File: src/rtl/ntt_pkg.sv
// Shared NTT datapath constants, opcode encoding and Barrett constant helper.
// Latency: n/a (declarations only).
// Backpressure: n/a.
package ntt_pkg;

    localparam int unsigned Q_DILITHIUM = 8380417;
    localparam int unsigned Q_KYBER     = 3329;

    typedef enum logic [1:0] {
        OP_MUL  = 2'b00,
        OP_ADD  = 2'b01,
        OP_SUB  = 2'b10,
        OP_PASS = 2'b11
    } op_e;

    // floor(2^(2w) / q); fits in w+1 bits because 2^(w-1) < q < 2^w
    function automatic longint unsigned mu_of(input longint unsigned q, input int unsigned w);
        return (64'd1 << (2 * w)) / q;
    endfunction

endpackage

File: src/rtl/barrett_reduce.sv
// Barrett reduction of a 2W-bit product into [0, Q): quotient estimate, subtract, final correction.
// Latency: 3 enabled cycles (quotient, remainder, correction); result register resets to 0.
// Backpressure: all stages hold together while en is low.
module barrett_reduce #(
    parameter int unsigned      Q  = 8380417,
    parameter int unsigned      W  = $clog2(Q),
    parameter longint unsigned  MU = ntt_pkg::mu_of(Q, W)
) (
    input  logic           clk,
    input  logic           rst_n,
    input  logic           en,
    input  logic [2*W-1:0] i_p,
    input  logic           i_mul,
    output logic [W-1:0]   o_z
);

    localparam logic [W:0]   MU_W = (W + 1)'(MU);
    localparam logic [W+1:0] Q_R  = (W + 2)'(Q);
    localparam logic [W+1:0] Q2_R = (W + 2)'(2 * Q);

    logic [W:0]   w_hi;
    logic [W:0]   w_t;
    logic [W+1:0] w_tq;
    logic [W-1:0] w_red;

    logic [W:0]   r_t;
    logic [W+1:0] r_pl;
    logic [W+1:0] r_r;
    logic [W-1:0] r_z;

    assign w_hi = i_p[2*W-1:W-1];
    assign w_t  = (W + 1)'(({{(W + 1){1'b0}}, w_hi} * {{(W + 1){1'b0}}, MU_W}) >> (W + 1));

    // Only the low W+2 bits of p are needed: the true remainder is below 3Q < 2^(W+2)
    always_ff @(posedge clk) begin
        if (en) begin
            r_t  <= i_mul ? w_t : '0;
            r_pl <= i_p[W+1:0];
        end
    end

    assign w_tq = {1'b0, r_t} * Q_R;

    always_ff @(posedge clk) begin
        if (en) begin
            r_r <= r_pl - w_tq;
        end
    end

    always_comb begin
        w_red = W'(r_r);
        if (r_r >= Q2_R) begin
            w_red = W'(r_r - Q2_R);
        end else if (r_r >= Q_R) begin
            w_red = W'(r_r - Q_R);
        end
    end

    always_ff @(posedge clk or negedge rst_n) begin
        if (!rst_n) begin
            r_z <= '0;
        end else if (en) begin
            r_z <= w_red;
        end
    end

    assign o_z = r_z;

endmodule

File: src/rtl/mod_arith_pipe.sv
// Pipelined z = a*b / a+b / a-b / a mod Q with a sideband tag, results in acceptance order.
// Latency: 4 advancing cycles from accept to out_valid; one op per clock at full rate.
// Backpressure: whole pipe stalls while out_valid & !out_ready; in_ready mirrors that.
module mod_arith_pipe
    import ntt_pkg::*;
#(
    parameter int unsigned       Q     = Q_DILITHIUM,
    parameter int unsigned       TAG_W = 8,
    localparam int unsigned      W     = $clog2(Q),
    localparam longint unsigned  MU    = mu_of(Q, W)
) (
    input  logic             clk,
    input  logic             rst_n,
    input  logic             in_valid,
    output logic             in_ready,
    input  logic [1:0]       in_op,
    input  logic [W-1:0]     in_a,
    input  logic [W-1:0]     in_b,
    input  logic [TAG_W-1:0] in_tag,
    output logic             out_valid,
    input  logic             out_ready,
    output logic [W-1:0]     out_z,
    output logic [TAG_W-1:0] out_tag,
    output logic             busy
);

    localparam logic [2*W-1:0] Q_P = (2 * W)'(Q);

    logic             w_adv;
    logic [2*W-1:0]   w_a;
    logic [2*W-1:0]   w_b;
    logic [2*W-1:0]   w_p;

    logic [3:0]       r_vld;
    logic [2*W-1:0]   r_p1;
    logic             r_mul1;
    logic [TAG_W-1:0] r_tag [3];
    logic [TAG_W-1:0] r_out_tag;

    assign w_adv     = !r_vld[3] || out_ready;
    assign in_ready  = w_adv;
    assign out_valid = r_vld[3];
    assign out_tag   = r_out_tag;
    assign busy      = |r_vld;

    assign w_a = {{W{1'b0}}, in_a};
    assign w_b = {{W{1'b0}}, in_b};

    // SUB adds Q so the value stays non-negative ahead of the shared reduction
    always_comb begin
        w_p = w_a;
        case (op_e'(in_op))
            OP_MUL:  w_p = w_a * w_b;
            OP_ADD:  w_p = w_a + w_b;
            OP_SUB:  w_p = w_a - w_b + Q_P;
            default: w_p = w_a;
        endcase
    end

    always_ff @(posedge clk or negedge rst_n) begin
        if (!rst_n) begin
            r_vld     <= '0;
            r_out_tag <= '0;
        end else if (w_adv) begin
            r_vld     <= {r_vld[2:0], in_valid};
            r_out_tag <= r_tag[2];
        end
    end

    always_ff @(posedge clk) begin
        if (w_adv) begin
            r_p1     <= w_p;
            r_mul1   <= (op_e'(in_op) == OP_MUL);
            r_tag[0] <= in_tag;
            r_tag[1] <= r_tag[0];
            r_tag[2] <= r_tag[1];
        end
    end

    barrett_reduce #(
        .Q  (Q),
        .W  (W),
        .MU (MU)
    ) u_reduce (
        .clk   (clk),
        .rst_n (rst_n),
        .en    (w_adv),
        .i_p   (r_p1),
        .i_mul (r_mul1),
        .o_z   (out_z)
    );

endmodule
File: config.mk
export PLATFORM = sky130hd
export DESIGN_NAME = mod_arith_pipe
export DESIGN_NICKNAME = d
export VERILOG_FILES = /design/src/rtl/ntt_pkg.sv /design/src/rtl/barrett_reduce.sv /design/src/rtl/mod_arith_pipe.sv
export SDC_FILE = /design/constraint.sdc
export NUM_CORES = 2
export LEC_CHECK = 0
export CAP_MARGIN = 20
export CORE_ASPECT_RATIO = 0.7
export CORE_UTILIZATION = 40
export DETAILED_ROUTE_END_ITERATION = 8
export DONT_BUFFER_PORTS = 1
export SLEW_MARGIN = 20
export SYNTH_ARGS = -nofsm -noshare
export SYNTH_HDL_FRONTEND = slang
export SYNTH_SLANG_ARGS = --single-unit
File: constraint.sdc
create_clock -name clk -period 17.4 [get_ports clk]
set_input_delay 3.48 -clock clk [delete_from_list [all_inputs] [get_ports clk]]
set_output_delay 3.48 -clock clk [all_outputs]
set_load 0.03 [all_outputs]
==> flow_metrics.tcl <==
set metrics [dict create \
    worst-path-max-fanout 23 \
    cp.required_ps 17570 \
    ys_seq_area_share_pct 15.1 \
    cts_root_buffer "clkbuf_16" \
    cp-startpoint "in_b[9]" \
    cts_setup_buffers 0 \
    worst_pin_slew_ps 925 \
    antenna_found_initial 1 \
    hold_class "register to register" \
    period_share_pct 61.0 \
    clock.fmax_ghz 0.0942 \
    synth_compound_area_share_pct 8.07 \
    final_common_cell "inv_1" \
    max_slew_margin_pct 36.8 \
    die_y_microns 248 \
    cts_hold_buf 0 \
    cts.clk_slew.worst_paths_ps 80 \
    num_vias 24400 \
    rsz0062_at_grt "no" \
    worstHoldStart "r_tag[1][0]" \
    yosys.area.top_type "fa_1" \
    worstPathArrival_ps 10790 \
    synth_edf_count 145 \
    status "completed" \
    layout_common_cells "754 x inv_1, 536 x fa_1, 470 x ha_1" \
    layout.nets 4638 \
    synth-seq-cells 180 \
    yosys_warnings 0 \
    cts_htree_levels 4 \
    cts_buffers 17 \
    cpMostUsedCell "fa_1" \
    gp_congestion 0.909 \
    grt_pass1_vias 25600 \
    cts_tree "built" \
    drv_cap 0 \
    critPathKind "primary input to register" \
    io_pins 94 \
    start_util_pct 40.8 \
    critical_path.max_stage_delay_ps 680 \
    min_path_cells 0 \
    setup_violations 0 \
    die_w_microns 354 \
    synth_top_family_by_area "adder cells" \
    drt_first_pass_iters 5 \
    rr_startpoint "u_reduce.r_t[1]" \
    grt_max_degree 91 \
    fillCellCount 8381 \
    syn_area_sq_um 34700 \
    min_period_ps 10620 \
    drive_gt1_share_pct 2.40 \
    synth-main-ff-cell "edfxtp_1" \
    postRouteAntennaNets 0 \
    drt-total-wl_microns 90300 \
    fin_skew_ps 15.3 \
    end_kind "register" \
    cts_resized 0 \
    synthSimpleGateAreaFrac_pct 13.5 \
    synth_cells 3683 \
    wl_per_cell_microns 19.1 \
    port_buffers 0 \
    dieArea_sq_um 88000 \
    clk_latency_ps 460 \
    r2r_cells 14 \
    yosysUniqueCellTypes 81 \
    syn_area_per_cell_sq_um 9.42 \
    hold_violations 0 \
    cts_buffer_depth 2 \
    cts_sinks 180 \
    tns_ps 0 \
    slew_viol_final 0 \
    grtUsageTotal_pct 21.4 \
    cp-start-kind "primary input" \
    synth_xor_area_share_pct 4.49 \
    dp_hpwl_microns 71700 \
    synthAdderAreaFrac_pct 47.9 \
    crit_slowest_cell "nor3_1" \
    syn_nets 4749 \
    grt_overflow_total 0 \
    synth_top_area_share_pct 30.9 \
    core_sq_um 85100 \
    syn_to_final_growth_pct 4.59 \
    async_reset_ff_share_pct 19.4 \
    synth_mux_area_share_pct 1.29 \
    rows 89 \
    drc_errors 0 \
    first_iter_violations 1852 \
    grt_pass1_wl_microns 147000 \
    vias_per_cell 5.17 \
    synth_area_leaders "fa_1 31%, ha_1 17%, edfxtp_1 13%, inv_1 8.2%, nand2_1 4.6%" \
]
worst max-delay path, delay by kind of cell:
family,cells,cell delay [ps]
adders and majority gates,9,4120
buffers and inverters,6,390
AOI/OAI and AO/OA,6,1630
xor gates and xnor gates,1,160
and+or+nand+nor,3,970
through the flow:
| step | cell area [sq um] | hold WS [ps] | std cells | utilization, % | setup WS, ps |
|---|---|---|---|---|---|
| after detailed placement | 35700 | 405 | 4689 | 41.9 | 6420 |
| final | 36300 | 418 | 4723 | 42.7 | 6780 |
| after global routing | 36300 | 421 | 4722 | 42.7 | 6450 |
| after CTS | 36300 | 418 | 4721 | 42.6 | 6910 |
| after global placement | 35700 | 400 | 4689 | 41.9 | 6570 |
| after floorplan | 34700 | 400 | 3683 | - | 5760 |
area by class of cell:
type / count / area [sq um] / area share (%)
multi-input cells: 2611 / 26100 / 72.0
flip-flops and latches: 180 / 5230 / 14.4
inverters: 757 / 2850 / 7.84
well taps: 1137 / 1420 / 3.92
clock buffers: 17 / 425 / 1.17
clock inverters: 15 / 194 / 0.534
repair buffers: 5 / 57.6 / 0.159
diodes: 1 / 2.50 / 0.00689
per-layer routing:
metal  vias up  wire [microns]  GRT usage, %
met4         0            1260          3.60
met3        86            7680          5.49
li1      11400               -             -
met1     12200           43900          31.8
met2       718           37400          31.5
met5         -               0             0
registers in the layout, summed over array words and instances (netlist names):
signal,flops
u_reduce.o_z,23
u_reduce.r_t,24
u_reduce.r_pl,25
r_mul1,1
out_tag,8
u_reduce.r_r,25
r_vld,4
r_p1,46
r_tag,24
kinds of logic after synthesis:
family / count (synthesis)
AO/OA/AOI/OAI: 429
adder cells (fa/ha/maj): 1006
AND/OR/NAND/NOR: 976
XOR/XNOR: 177
buffers and inverters: 892
multiplexers: 23
flip-flops: 180
cell usage after synthesis (29+ instances only):
| cell type | count |
|---|---|
| a21o_1 | 40 |
| a21oi_1 | 118 |
| and2_1 | 228 |
| clkbuf_1 | 125 |
| dfrtp_1 | 35 |
| edfxtp_1 | 145 |
| fa_1 | 536 |
| ha_1 | 470 |
| inv_1 | 754 |
| nand2_1 | 426 |
| nand3_1 | 29 |
| nor2_1 | 133 |
| nor3_1 | 35 |
| o21ai_0 | 102 |
| xnor2_1 | 117 |
| xor2_1 | 59 |
final timing paths:
check	to	slack, ps
worst max-delay path	r_p1[45]	6780
worst min-delay path	r_tag[2][0]	420
worst max register to register	u_reduce.r_r[24]	11450
worst min register to register	r_tag[2][0]	420
max in group asynchronous	u_reduce.o_z[15]	14600
min in group asynchronous	r_vld[3]	2700
Power is left out: the tool's default activity adds up to more than one toggle a clock period on the data nets, which glitch-free logic cannot reach.
